$ cat src/rtl/fire_scheduler.sv
// rtl/fire_scheduler.sv - per-timestep fire collection and drain sequencer
//
// Purpose: in COLLECT, round-robin arbitrates neuron fire requests into the fire
// FIFO (one tag per cycle, each neuron at most once per step); in DRAIN, dequeues
// tags to the synapse fan-out stage over a valid/ready handshake.
//
// Ports:
//   clk, asyn_reset_n          clock (rising edge), asynchronous active-low reset
//   step_start, update_done    step control (pulse / level)
//   fire_req, fire_ack         per-neuron request level / one-hot combinational ack
//   fifo_enq, fifo_in_tag      FIFO write side (combinational)
//   fifo_deq, fifo_out_tag     FIFO read side; head tag valid while !fifo_empty
//   fifo_full, fifo_empty      FIFO status
//   spike_valid, spike_tag     registered spike output to fan-out
//   spike_ready                fan-out accept
//   step_done                  registered one-cycle end-of-step pulse
//   busy                       combinational, high outside IDLE

module fire_scheduler #(
    parameter int numneurons = 2,
    parameter int tagbits    = 1
) (
    input  logic                  clk,
    input  logic                  asyn_reset_n,
    input  logic                  step_start,
    input  logic                  update_done,
    input  logic [numneurons-1:0] fire_req,
    output logic [numneurons-1:0] fire_ack,
    output logic                  fifo_enq,
    output logic [tagbits-1:0]    fifo_in_tag,
    output logic                  fifo_deq,
    input  logic [tagbits-1:0]    fifo_out_tag,
    input  logic                  fifo_full,
    input  logic                  fifo_empty,
    output logic                  spike_valid,
    output logic [tagbits-1:0]    spike_tag,
    input  logic                  spike_ready,
    output logic                  step_done,
    output logic                  busy
);

    typedef enum logic [1:0] {
        st_idle,
        st_collect,
        st_drain,
        st_done
    } state_t;

    state_t                  state;
    state_t                  state_next;
    logic [tagbits-1:0]      rr_ptr;
    logic [tagbits-1:0]      rr_after_winner;
    logic [numneurons-1:0]   fired;
    logic [numneurons-1:0]   eligible;
    logic                    grant_found;
    logic [tagbits-1:0]      winner;
    logic                    load;
    int                      idx;

    // Requests only count while collecting and only once per step.
    assign eligible = (state == st_collect) ? (fire_req & ~fired) : '0;

    // Rotating priority scan starting at rr_ptr; wraps at numneurons, which
    // need not be a power of two.
    always_comb begin
        grant_found = 1'b0;
        winner      = '0;
        idx         = 0;
        for (int k = 0; k < numneurons; k++) begin
            idx = int'(rr_ptr) + k;
            if (idx >= numneurons) begin
                idx = idx - numneurons;
            end
            if (!grant_found && eligible[idx]) begin
                grant_found = 1'b1;
                winner      = tagbits'(idx);
            end
        end
    end

    assign rr_after_winner = (int'(winner) == numneurons - 1) ? '0 : winner + 1'b1;

    assign fifo_enq    = grant_found & ~fifo_full;
    assign fifo_in_tag = fifo_enq ? winner : '0;
    assign fire_ack    = fifo_enq ? (numneurons'(1) << winner) : '0;

    // A new head is loaded whenever the output register is empty or being drained.
    assign load     = (state == st_drain) & ~fifo_empty & (~spike_valid | spike_ready);
    assign fifo_deq = load;
    assign busy     = (state != st_idle);

    always_comb begin
        state_next = state;
        case (state)
            st_idle: begin
                if (step_start) begin
                    state_next = st_collect;
                end
            end
            st_collect: begin
                if (update_done && (eligible == '0) && !fifo_enq) begin
                    state_next = st_drain;
                end
            end
            st_drain: begin
                if (fifo_empty && !spike_valid) begin
                    state_next = st_done;
                end
            end
            st_done: begin
                state_next = st_idle;
            end
            default: begin
                state_next = st_idle;
            end
        endcase
    end

    always_ff @(posedge clk or negedge asyn_reset_n) begin
        if (!asyn_reset_n) begin
            state       <= st_idle;
            rr_ptr      <= '0;
            fired       <= '0;
            spike_valid <= 1'b0;
            spike_tag   <= '0;
            step_done   <= 1'b0;
        end else begin
            state     <= state_next;
            step_done <= (state_next == st_done);

            if (fifo_enq) begin
                rr_ptr <= rr_after_winner;
            end

            if (state == st_done) begin
                fired <= '0;
            end else begin
                fired <= fired | fire_ack;
            end

            if (load) begin
                spike_valid <= 1'b1;
                spike_tag   <= fifo_out_tag;
            end else if (spike_valid && spike_ready) begin
                spike_valid <= 1'b0;
            end
        end
    end

endmodule

$ cat config.mk
export PLATFORM = sky130hd
export DESIGN_NAME = fire_scheduler
export DESIGN_NICKNAME = d
export VERILOG_FILES = /design/src/rtl/fire_scheduler.sv
export SDC_FILE = /design/constraint.sdc
export NUM_CORES = 1
export LEC_CHECK = 0
export ABC_AREA = 1
export BUFFER_PORTS_ARGS = -buffer_cell sky130_fd_sc_hd__buf_2
export CAP_MARGIN = 20
export CORE_AREA = 8 8 45 47
export DETAILED_ROUTE_END_ITERATION = 10
export DIE_AREA = 0 0 53 55
export GPL_ROUTABILITY_DRIVEN = 0
export HOLD_SLACK_MARGIN = 0.03
export PLACE_DENSITY_LB_ADDON = 0.12
export SYNTH_ARGS = -nofsm -noshare
export SYNTH_HDL_FRONTEND = slang
export SYNTH_SLANG_ARGS = --single-unit
$ cat constraint.sdc
create_clock -name clk -period 1.33 [get_ports clk]
set_input_delay 0.133 -clock clk [delete_from_list [all_inputs] [get_ports clk]]
set_output_delay 0.133 -clock clk [all_outputs]
set_load 0.02 [all_outputs]
After elaboration in Yosys (flattened, before gate mapping)
Index checks and enable logic that the tools add are counted.

Flip-flop bits (word level): 8. Bits of input ports: 10. Output and inout port bits: 9. Word-level logic and storage cells: 64.

Add/sub/neg operators: 4. Magnitude comparators: 4. Equal/unequal tests: 4. Shift operators: 1. Muxes and demuxes: 23. Bitwise gates (word level): 10. Reductions and logical operators: 12.

Operators with widths (number): $lt A32 B3 Y1 const B (2); $mux W32 (2); $mux W1 (14); $mux W2 (6); $pmux W2 S4 (1); $eq A2 B2 Y1 const B (3); $logic_and A1 B1 Y1 (5); $logic_not A2 Y1 (2); $reduce_bool A2 Y1 (2); $and A1 B1 Y1 (3); $logic_not A1 Y1 (3); $not A1 Y1 (3); $sub A1 B2 Y3 const B (1); $sub A2 B2 Y3 const B (1); $add A1 B1 Y2 const B (1); $and A2 B2 Y2 (1); $eq A2 B1 Y1 const B (1); $ge A1 B2 Y1 const B (1); $ge A2 B2 Y1 const B (1); $not A2 Y2 (1); $or A2 B2 Y2 (1); $shl A1 B1 Y2 const A (1); $add A1 B1 Y1 const B (1); $or A1 B1 Y1 (1).

Depth between registers and ports, before layout
Gate-level depths: netlist of run 1.

Depth after elaboration: 16. Mapped depth: 7. Gate-level depth less buffers: 7.

Least setup slack after synthesis of run 1
No wires, ideal clock.

Path kind: flip-flop to output port. From: register state[1]. To: output port fire_ack[1]. Data arrival time: 1.090 ns. Required time: 1.197 ns. Path slack: 0.107 ns. Cell stages (with the launch flop): 7. Path buffers: 1. Cells stage by stage: dfrtp_1 nor2_4 nand2_2 clkinv_1 nand3_2 inv_1 buf_4.

Longest elaborated chain between the ends: 11. Elaborated cells on any way between the ends: 17. Those cells by class: eq/ne: 1; shift: 1; mux: 12; bitwise: 1; reduce/logical: 2.

RTL lines: start: declaration (line 49) `state_t state;`; start signal: assignment (line 121) `state <= st_idle;`; start signal: assignment (line 128) `state <= state_next;`; $eq A2 B1 Y1 (*) (line 61) `assign eligible = (state == st_collect) ? (fire_req & ~fired) : '0;`; $mux W2 (*) (line 61); $mux W1 (not written as such) (3 in series) (line 74) `if (!grant_found && eligible[idx]) begin`; $mux W1 (line 74); $logic_not A1 Y1 (line 74); $logic_and A1 B1 Y1 (line 74); $mux W1 (line 74); $shl A1 B1 Y2 / $and A1 B1 Y1 (equally long branches) (line 85, 83); $mux W2 (*) (line 85) `assign fire_ack = fifo_enq ? (numneurons'(1) << winner) : '0;`; end: declaration (line 28) `output logic [numneurons-1:0] fire_ack,`.

Mark *: on every way between the ends. The rest lies on a longest branch, timed or not. The select of a mux whose other input is x is not followed.

Worst setup path after layout of run 1
From: register state[1]. To: output port fifo_in_tag.

Longest elaborated chain between the ends: 11. Elaborated cells on any way between the ends: 16. Those cells by class: eq/ne: 1; mux: 12; bitwise: 1; reduce/logical: 2.

RTL lines: $eq A2 B1 Y1 (*) (line 61); $mux W2 (*) (line 61); $mux W1 (not written as such) (3 in series) (line 74); $mux W1 (line 74); $logic_not A1 Y1 (line 74); $logic_and A1 B1 Y1 (line 74); $mux W1 (line 74); $and A1 B1 Y1 (line 83) `assign fifo_enq = grant_found & ~fifo_full;`; $mux W1 (*) (line 84) `assign fifo_in_tag = fifo_enq ? winner : '0;`; end: declaration (line 30) `output logic [tagbits-1:0] fifo_in_tag,`.

Marked as above.

==> run_results.csv, run 1 <==
group,metric,value,unit
detailed_routing,vias_per_cell,4.09,
global_routing,grtUsageMet1,0.0786,
logic_synthesis,synth.distinct_cells,15,
logic_synthesis,syn-num-nets,68,
floorplan,floorplan.rows,14,
floorplan,design.core.area,1380,sq um
logic_synthesis,yosysSeqAreaShare,0.461,
min_path,min_path_type,"in -> reg",
clock_network,clk_latency,240,ps
logic_synthesis,synth_seq_cells,8,
critical_path,reg2reg_from,"state[1]",
floorplan,initial_core_util,0.314,
status,outcome,"finished with violations",
sta,tightest_slew,187,ps
global_routing,grt_pass1_vias,433,
critical_path,critPathMaxFanout,3,
sta,worst_slack,-13.1,ps
sta,slew_headroom,0.875,
clock_network,cts_buffers,3,
pwr,power_density,1960,nW/um^2
pwr,power_frac_comb,0.550,
critical_path,critPathSlowestCell,"dfrtp_1",
detailed_routing,drc,0,
sta,fin_crit,1340,ps
placed_design,dp_hpwl,743,microns
pwr,p_clk_frac,0.133,
global_routing,grt_usage,0.0785,
critical_path,cp.arrival,1210,ps
global_routing,grt_start_max_net_pins,9,
logic_synthesis,ys_warn_count,0,
detailed_routing,drt_iter0_drc,2,
global_routing,busiest_layer,"met2",
detailed_routing,ant_nets,0,
sta,rsz0062_at_grt,"yes",
pwr,switching_power,536,uW
global_routing,grt_pass1_wl,1660,microns
logic_synthesis,yosysTopAreaCell,"dfrtp_1",
floorplan,die_area,2920,sq um
pwr,intPower,756,uW
sta,fin_skew,0.286,ps
sta,slew_violations,0,
job,cap_violations,0,
floorplan,die_w,53,microns
clock_network,cts_buffer_depth,2,
final_layout,area_growth,51.6,%
clock_network,cts_tree,"done",
sta,max_freq,0.745,GHz
clock_network,htree_num_levels,1,
pwr,swShare,0.415,
min_path,hp-start,"fifo_out_tag",
status,violations,"negative setup slack",
detailed_routing,first_pass_iters,3,
logic_synthesis,synth.area.top_cells,"dfrtp_1, inv_1, nand2_1",
detailed_routing,finalWirelength,1020,microns
logic_synthesis,syn_area_per_cell,7.49,sq um
global_routing,grt-ovfl-total,0,
sta,post-route-period-util,1.01,
sta,hold_violations,0,
pwr,power_leakage,0.000391,uW
final_layout,diodes,0,
final_layout,drive_gt1_frac,0.529,
critical_path,worst_ep_required_time,1200,ps
critical_path,crit_path_cell_trace,"nor2_4 -> nand2_2 -> clkinv_1 -> nand3_2 -> inv_2 -> buf_6",
clock_network,path_clk_slew,50,ps
detailed_routing,vias,413,
critical_path,worstSetupStartpoint,"state[1]",
pwr,pwr-share-seq,0.317,
global_routing,grt_use_met2,0.127,
logic_synthesis,synth_top_area_frac,0.461,
logic_synthesis,netlist_area,434,sq um
clock_network,cts_root_buf,"clkbuf_4",
critical_path,cp-end-kind,"output pin",
sta,whs,84.8,ps
floorplan,ioPinCount,19,
critical_path,critPathLaunchType,"register",
critical_path,crit_type,"reg -> out",
logic_synthesis,synth_cells,58,
global_routing,use_met3,0.0241,
placed_design,port_buffers,18,
pwr,ir_drop,652,uV
global_routing,antenna_found_initial,0,
clock_network,cts_sinks,8,
final_layout,layout.nets,97,
pwr,power,1290,uW
detailed_routing,wl_per_cell,10.0,microns
critical_path,critPathMaxStageDelay,430,ps
sta,setup-violations-final,3,
floorplan,die_height,55,microns
[critical path: cells and delay by family, from the launching register on]
kind / cells / cell delay, ps
buffers and inverters: 3 / 240
flip-flops: 1 / 430
AND/OR/NAND/NOR: 3 / 300
[stage by stage]
stage | cell area [sq um] | utilization | setup slack [ps] | setup TNS [ps] | instances
2_1_floorplan | 434 | - | 107 | 0 | 58
3_3_place_gp | 537 | 0.388 | 155 | 0 | 91
3_5_place_dp | 537 | 0.388 | 161 | 0 | 91
4_1_cts | 648 | 0.468 | 2.78 | 0 | 101
5_1_grt | 658 | 0.476 | -98.4 | -377 | 101
6_report | 658 | 0.476 | -13.1 | -31.6 | 101
[cells in the mapped netlist]
| cell type | instances |
|---|---|
| nand3_1 | 3 |
| inv_1 | 14 |
| nor2_4 | 1 |
| nand3_2 | 2 |
| a21oi_1 | 1 |
| inv_2 | 2 |
| nor2_1 | 4 |
| o21a_1 | 1 |
| nand2_1 | 14 |
| o21ai_0 | 1 |
| nand2_2 | 1 |
| buf_4 | 1 |
| dfrtp_1 | 8 |
| nor2_2 | 4 |
| clkinv_1 | 1 |
[state kept, by name, summed over array words and instances, names as in the netlist]
name         cells
spike_valid      1
fired            2
spike_tag        1
step_done        1
state            2
rr_ptr           1
[cell families after synthesis]
kind of cell	count (synthesis)	synth area share
and+or+nand+nor	29	0.334
buffers and inverters	18	0.164
DFF	8	0.461
AOI/OAI and AO/OA	3	0.0403
[cell type report]
cell class	count	area, sq um
clock buffer	3	22.5
inverter	17	63.8
fill	142	726
sequential	8	200
multi-input combinational	32	183
tap	16	20.0
timing repair buffer	25	169
[path summary, 6_finish.rpt]
path,endpoint,slack [ps],cells past startpoint
min,spike_tag,80,3
min reg2reg,spike_tag,490,2
min in group asynchronous,spike_valid,280,2
max reg2reg,fired[0],140,7
max,fifo_in_tag,-10,6
max in group asynchronous,fired[0],890,2
[routing by layer]
metal / part of all wire / wire length, microns
met4: 0.0099 / 10
met5: 0 / 0
met2: 0.50 / 506
met3: 0.073 / 74
met1: 0.42 / 423
[placed cells by master, fill, tap and decap left out, types with 2 or more instances in the layout]
master,n
inv_2,4
nor2_4,2
nand3_2,2
buf_2,13
buf_4,8
clkbuf_4,3
dfrtp_1,8
inv_1,12
nor2_2,5
buf_6,3
nand2_2,5
nand3_1,3
nor2_1,2
nand2_1,10
[power groups by stage]
stage	clock (uW)	sequential (uW)	combinational (uW)
after floorplan	0	444	361
after global placement	0	411	538
after detailed placement	0	410	540
after CTS	184	405	691
after global routing	210	418	787
final	172	409	711
[timing repair]
item | CTS | global route
pin swaps | 4 | 2
endpoints found under the setup margin | 5 | 5
setup buffers | 6 | 0
endpoints found under the hold margin | 8 | 0
gates resized for setup | 12 | 5
hold buffers | 1 | 0
No activity file was read; power rests on OpenSTA's default activity.
==> inputs of run 2 (changes only) <==
Clock period 1.33 ns to 1.55 ns, I/O delays scaled along.
==> run 2 against run 1 <==
The flow now finishes without violations. Highest routed layer unchanged. Utilization down 5.7 points. Routed wire length decreased by 15%. Sequential share of layout area grew 4.1 points.
==> run_results.csv, run 2 (synthesized netlist as in run 1, its figures left out) <==
group,metric,value,unit
floorplan,die_area,2920,sq um
detailed_routing,drt_iter0_drc,4,
final_layout,layout.nets,92,
global_routing,grt_start_max_net_pins,9,
final_layout,drive_gt1_frac,0.413,
placed_design,dp_hpwl,743,microns
clock_network,htree_num_levels,1,
placed_design,place_inst,91,
final_layout,regArea,200,sq um
global_routing,grt_pass1_vias,400,
critical_path,cp-end-kind,"output pin",
floorplan,ioPinCount,19,
final_layout,instances_no_fill,96,
final_layout,final_cell_mix,"buf_2, inv_1, nand2_1",
min_path,min_path_type,"in -> reg",
sta,max_freq,0.705,GHz
final_layout,area_growth,33.4,%
pwr,power_density,1680,nW/um^2
sta,setup-violations-final,0,
sta,fin_skew,0.731,ps
clock_network,cts_buffer_depth,2,
placed_design,port_buffers,18,
critical_path,crit_type,"reg -> out",
clock_network,cts_root_buf,"clkbuf_4",
pwr,pwr-share-seq,0.360,
global_routing,antenna_found_initial,0,
floorplan,floorplan.rows,14,
floorplan,die_w,53,microns
pwr,intPower,564,uW
final_layout,layout_commonest_cell,"buf_2",
clock_network,cts_buffers,3,
job,cap_violations,0,
global_routing,grt_usage,0.0719,
sta,rsz0062_at_grt,"no",
critical_path,crit_path_cell_trace,"nor2_4 -> nand2_2 -> clkinv_1 -> nand3_2 -> inv_1 -> buf_2",
sta,slew_headroom,0.882,
pwr,swShare,0.423,
pwr,switching_power,413,uW
pwr,p_clk_frac,0.152,
detailed_routing,wl_per_cell,9.03,microns
floorplan,design.core.area,1380,sq um
global_routing,grt-ovfl-total,0,
final_layout,top_regs,"fired x2, state x2",
critical_path,critPathMaxStageDelay,420,ps
sta,finalSetupTns,0,ps
global_routing,grt_pass1_wl,1510,microns
pwr,ir_drop,544,uV
clock_network,cts_tree,"done",
floorplan,die_height,55,microns
sta,slew_violations,0,
sta,hold_violations,0,
final_layout,fill_cells,152,
final_layout,multi_input_area,165,sq um
critical_path,critPathLaunchType,"register",
final_layout,diodes,0,
detailed_routing,drc,0,
pwr,power_leakage,0.000370,uW
clock_network,path_clk_slew,50,ps
sta,post-route-period-util,0.915,
critical_path,worst_ep_required_time,1390,ps
status,outcome,"finished, final reports clean",
sta,tightest_slew,177,ps
detailed_routing,vias_per_cell,4.06,
floorplan,initial_core_util,0.314,
detailed_routing,ant_nets,0,
critical_path,cp.arrival,1260,ps
clock_network,clk_latency,240,ps
clock_network,cts_sinks,8,
sta,fin_crit,1420,ps
detailed_routing,finalWirelength,867,microns
critical_path,critPathMaxFanout,5,
detailed_routing,vias,390,
pwr,power_frac_comb,0.489,
critical_path,critPathSlowestCell,"dfrtp_1",
detailed_routing,first_pass_iters,2,
[run 2: cell count changes in the layout (fill, tap and decap cells not counted), sizes merged]
cell	previous run	this run
buf	24	19
[run 2: cell type report]
type	count	share of cell area
Tap cell	16	0.0346
Clock buffer	3	0.0389
Timing Repair Buffer	20	0.186
Sequential cell	8	0.346
Inverter	17	0.110
Multi-Input combinational cell	32	0.285
[run 2: worst max-delay path: cells and delay by family, from the launching register on]
| kind | cells | cell delay [ps] |
|---|---|---|
| buffers and inverters | 3 | 290 |
| flip-flops | 1 | 420 |
| AND/OR/NAND/NOR | 3 | 310 |
[run 2: power groups by stage]
stage	Clock (uW)	Combinational (uW)	Sequential (uW)
global placement	0	462	353
detailed placement	0	464	351
finish	148	477	351
floorplan	0	310	381
CTS	158	467	350
global route	181	542	362
[run 2: stage by stage]
step	hold WS, ps	instance area (sq um)	total power (uW)	setup slack (ps)	util
after detailed placement	6.72	537	815	359	0.388
after global placement	4.17	537	815	353	0.388
final	106	579	976	132	0.419
after CTS	94.5	569	974	89.7	0.411
after global routing	106	579	1090	3.42	0.419
after floorplan	-141	434	691	305	-
[run 2: worst paths after layout]
check | depth (start not counted) | slack (ps) | end | from
max | 6 | 130 | fire_ack[1] | state[1]
min | 3 | 110 | spike_tag | fifo_out_tag
max reg2reg | 6 | 510 | fired[0] | state[1]
min reg2reg | 2 | 490 | spike_tag | spike_tag
max in group asynchronous | 2 | 1100 | fired[0] | asyn_reset_n
min in group asynchronous | 2 | 290 | spike_valid | asyn_reset_n
[run 2: repair_timing]
action,CTS,global route
hold endpoints to repair,8,0
hold buffers,1,0
buffers inserted,0,1
gates resized for setup,0,1
setup endpoints to repair,0,3
[run 2: routing by layer]
layer	part of all wire	track usage	wire, microns	up-vias
met5	0	0	0	-
met4	0.012	0.0776	10	0
met3	0.096	0.0241	83	2
met2	0.44	0.107	382	11
met1	0.45	0.0755	389	165
li1	-	-	-	212
==> inputs of run 3 (changes only) <==
Settings changed: ABC_AREA 1 to not set.
==> run 3 against run 2 <==
Sequential power up 6.3%. Clock power increased by 9%. Clock skew rose by 10 ps. Register-to-register slack got worse by 230 ps. Cell count is 17% lower. Maximum frequency shrank 3.7%. Power rose by 6.0%. Utilization rose by 2.2 points. First-iteration DRC count stayed put. Routed wire length grew 25%. Area after synthesis is 1.7% lower. Synthesized cell count decreased by 31%. Critical path type unchanged. Largest cell class is now multi-input gates. Highest routed layer unchanged.
==> run_results.csv, run 3 <==
group,metric,value,unit
min_path,min_path_type,"in -> reg",
placed_design,placed_area,529,sq um
floorplan,die_height,55,microns
clock_network,cts_root_buf,"clkbuf_4",
floorplan,floorplan.rows,14,
logic_synthesis,yosysTopAreaCell,"dfrtp_1",
global_routing,grt_pass1_wl,1710,microns
logic_synthesis,synth.distinct_cells,26,
logic_synthesis,synth.most_common_cell,"dfrtp_1",
final_layout,layout.nets,76,
critical_path,critPathMaxFanout,7,
detailed_routing,vias,395,
sta,slew_violations,0,
detailed_routing,first_pass_iters,4,
clock_network,path_clk_slew,60,ps
floorplan,ioPinCount,19,
final_layout,final_cell_mix,"buf_2, dfrtp_1, buf_4",
detailed_routing,drc,0,
clock_network,cts_buffers,3,
logic_synthesis,synth_seq_cells,8,
clock_network,cts_tree,"done",
final_layout,drive_gt1_frac,0.516,
logic_synthesis,netlist_area,427,sq um
final_layout,top_regs,"fired x2, state x2",
critical_path,cp-end-kind,"output pin",
pwr,ir_drop,674,uV
job,cap_violations,0,
global_routing,grt_pass1_vias,398,
critical_path,critPathLaunchType,"register",
clock_network,clk_latency,250,ps
floorplan,die_w,53,microns
sta,post-route-period-util,0.950,
global_routing,grt-ovfl-total,0,
status,outcome,"finished, final reports clean",
detailed_routing,finalWirelength,1080,microns
logic_synthesis,yosysSeqAreaShare,0.469,
logic_synthesis,synth.area.top_cells,"dfrtp_1, nand2b_1, nor2b_1",
sta,fin_crit,1470,ps
detailed_routing,drt_iter0_drc,4,
final_layout,layout_commonest_cell,"buf_2",
logic_synthesis,syn-num-nets,50,
detailed_routing,ant_nets,0,
logic_synthesis,syn_area_per_cell,10.7,sq um
final_layout,diodes,0,
clock_network,htree_num_levels,1,
critical_path,worst_ep_required_time,1390,ps
global_routing,grt_usage,0.0802,
clock_network,cts_buffer_depth,2,
global_routing,antenna_found_initial,0,
logic_synthesis,synth_cells,40,
final_layout,postLayoutCellArea,609,sq um
placed_design,port_buffers,18,
sta,whs,131,ps
sta,max_freq,0.679,GHz
sta,tightest_slew,268,ps
logic_synthesis,ys_warn_count,0,
pwr,power_density,1700,nW/um^2
detailed_routing,vias_per_cell,4.94,
sta,hold_violations,0,
sta,slew_headroom,0.821,
logic_synthesis,synth_ff_type,"dfrtp_1",
floorplan,design.core.area,1380,sq um
sta,setup-violations-final,0,
final_layout,fin_util,0.440,
logic_synthesis,synth.cells.most_frequent,"dfrtp_1, nand2b_1, nor2_1, nor2b_1, nand3_1",
global_routing,grt_start_max_net_pins,9,
sta,fin_skew,10.7,ps
clock_network,cts_sinks,8,
critical_path,cp.arrival,1320,ps
placed_design,dp_hpwl,805,microns
logic_synthesis,synth_edf_count,0,
logic_synthesis,synth_top_area_frac,0.469,
final_layout,area_growth,42.8,%
detailed_routing,wl_per_cell,13.5,microns
logic_synthesis,async_flop_share,1.00,
critical_path,crit_type,"reg -> out",
pwr,power_leakage,0.000297,uW
floorplan,initial_core_util,0.308,
floorplan,die_area,2920,sq um
## run 3: cell types whose count changed after synthesis, sizes merged, moves of 2 or more
cell / delta
inv: -15
nand2: -14
nor2: -6
nand2b: +4
nand3: -3
nor2b: +3
nor3b: +2
## run 3: final cells by class
class	count	area, sq um
fillers	146	774
flip-flops and latches	8	203
well taps	16	20.0
inverters	1	3.75
repair buffers	22	128
multi-input cells	30	233
clock buffers	3	22.5
## run 3: logic make-up after synthesis
logic type,synth area share
and+or+nand+nor,0.311
DFF,0.469
AOI/OAI and AO/OA,0.144
buffers and inverters,0.0264
muxes,0.0499
## run 3: repair_timing
action / 4_1_cts / 5_1_grt
gates resized for setup: 3 / 5
pin swaps: 1 / 0
endpoints found under the hold margin: 8 / 0
hold buffers: 1 / 0
setup endpoints to repair: 3 / 2
setup buffers: 2 / 1
## run 3: layer usage
layer	part of all wire	vias to the layer above	GRT usage
met5	0	-	0
met3	0.063	2	0.0374
met4	0.0074	0	0.0517
met1	0.46	190	0.0894
met2	0.47	12	0.121
li1	-	191	-
## run 3: power by group
part	leakage [uW]	switching, uW	internal, uW
Sequential	0.0000977	71.9	301
Combinational	0.000186	258	242
Clock	0.0000138	73.4	88.8
## run 3: critical path, stage by stage, from the launching register on
cell and delay [ps]:
dfrtp_2 420, nor3b_4 270, a21boi_2 200, buf_2 170
## run 3: per-stage QoR
stage	worst slack (ps)	instances	total power [uW]	setup TNS, ps
after floorplan	25.1	40	674	0
after global placement	219	73	802	0
after detailed placement	191	73	801	0
after CTS	20.3	79	1010	0
after global routing	-0.981	80	1110	-0.981
final	78.0	80	1030	0
## run 3: path summary, 6_finish.rpt
path,from,end,slack [ps],depth (start not counted)
worst max-delay path,state[0],fifo_enq,80,3
worst max register to register,state[1],spike_tag,280,4
min in group asynchronous,asyn_reset_n,state[0],270,2
max in group asynchronous,asyn_reset_n,state[1],1100,2
worst min register to register,spike_tag,spike_tag,480,1
worst min-delay path,fifo_out_tag,spike_tag,130,2
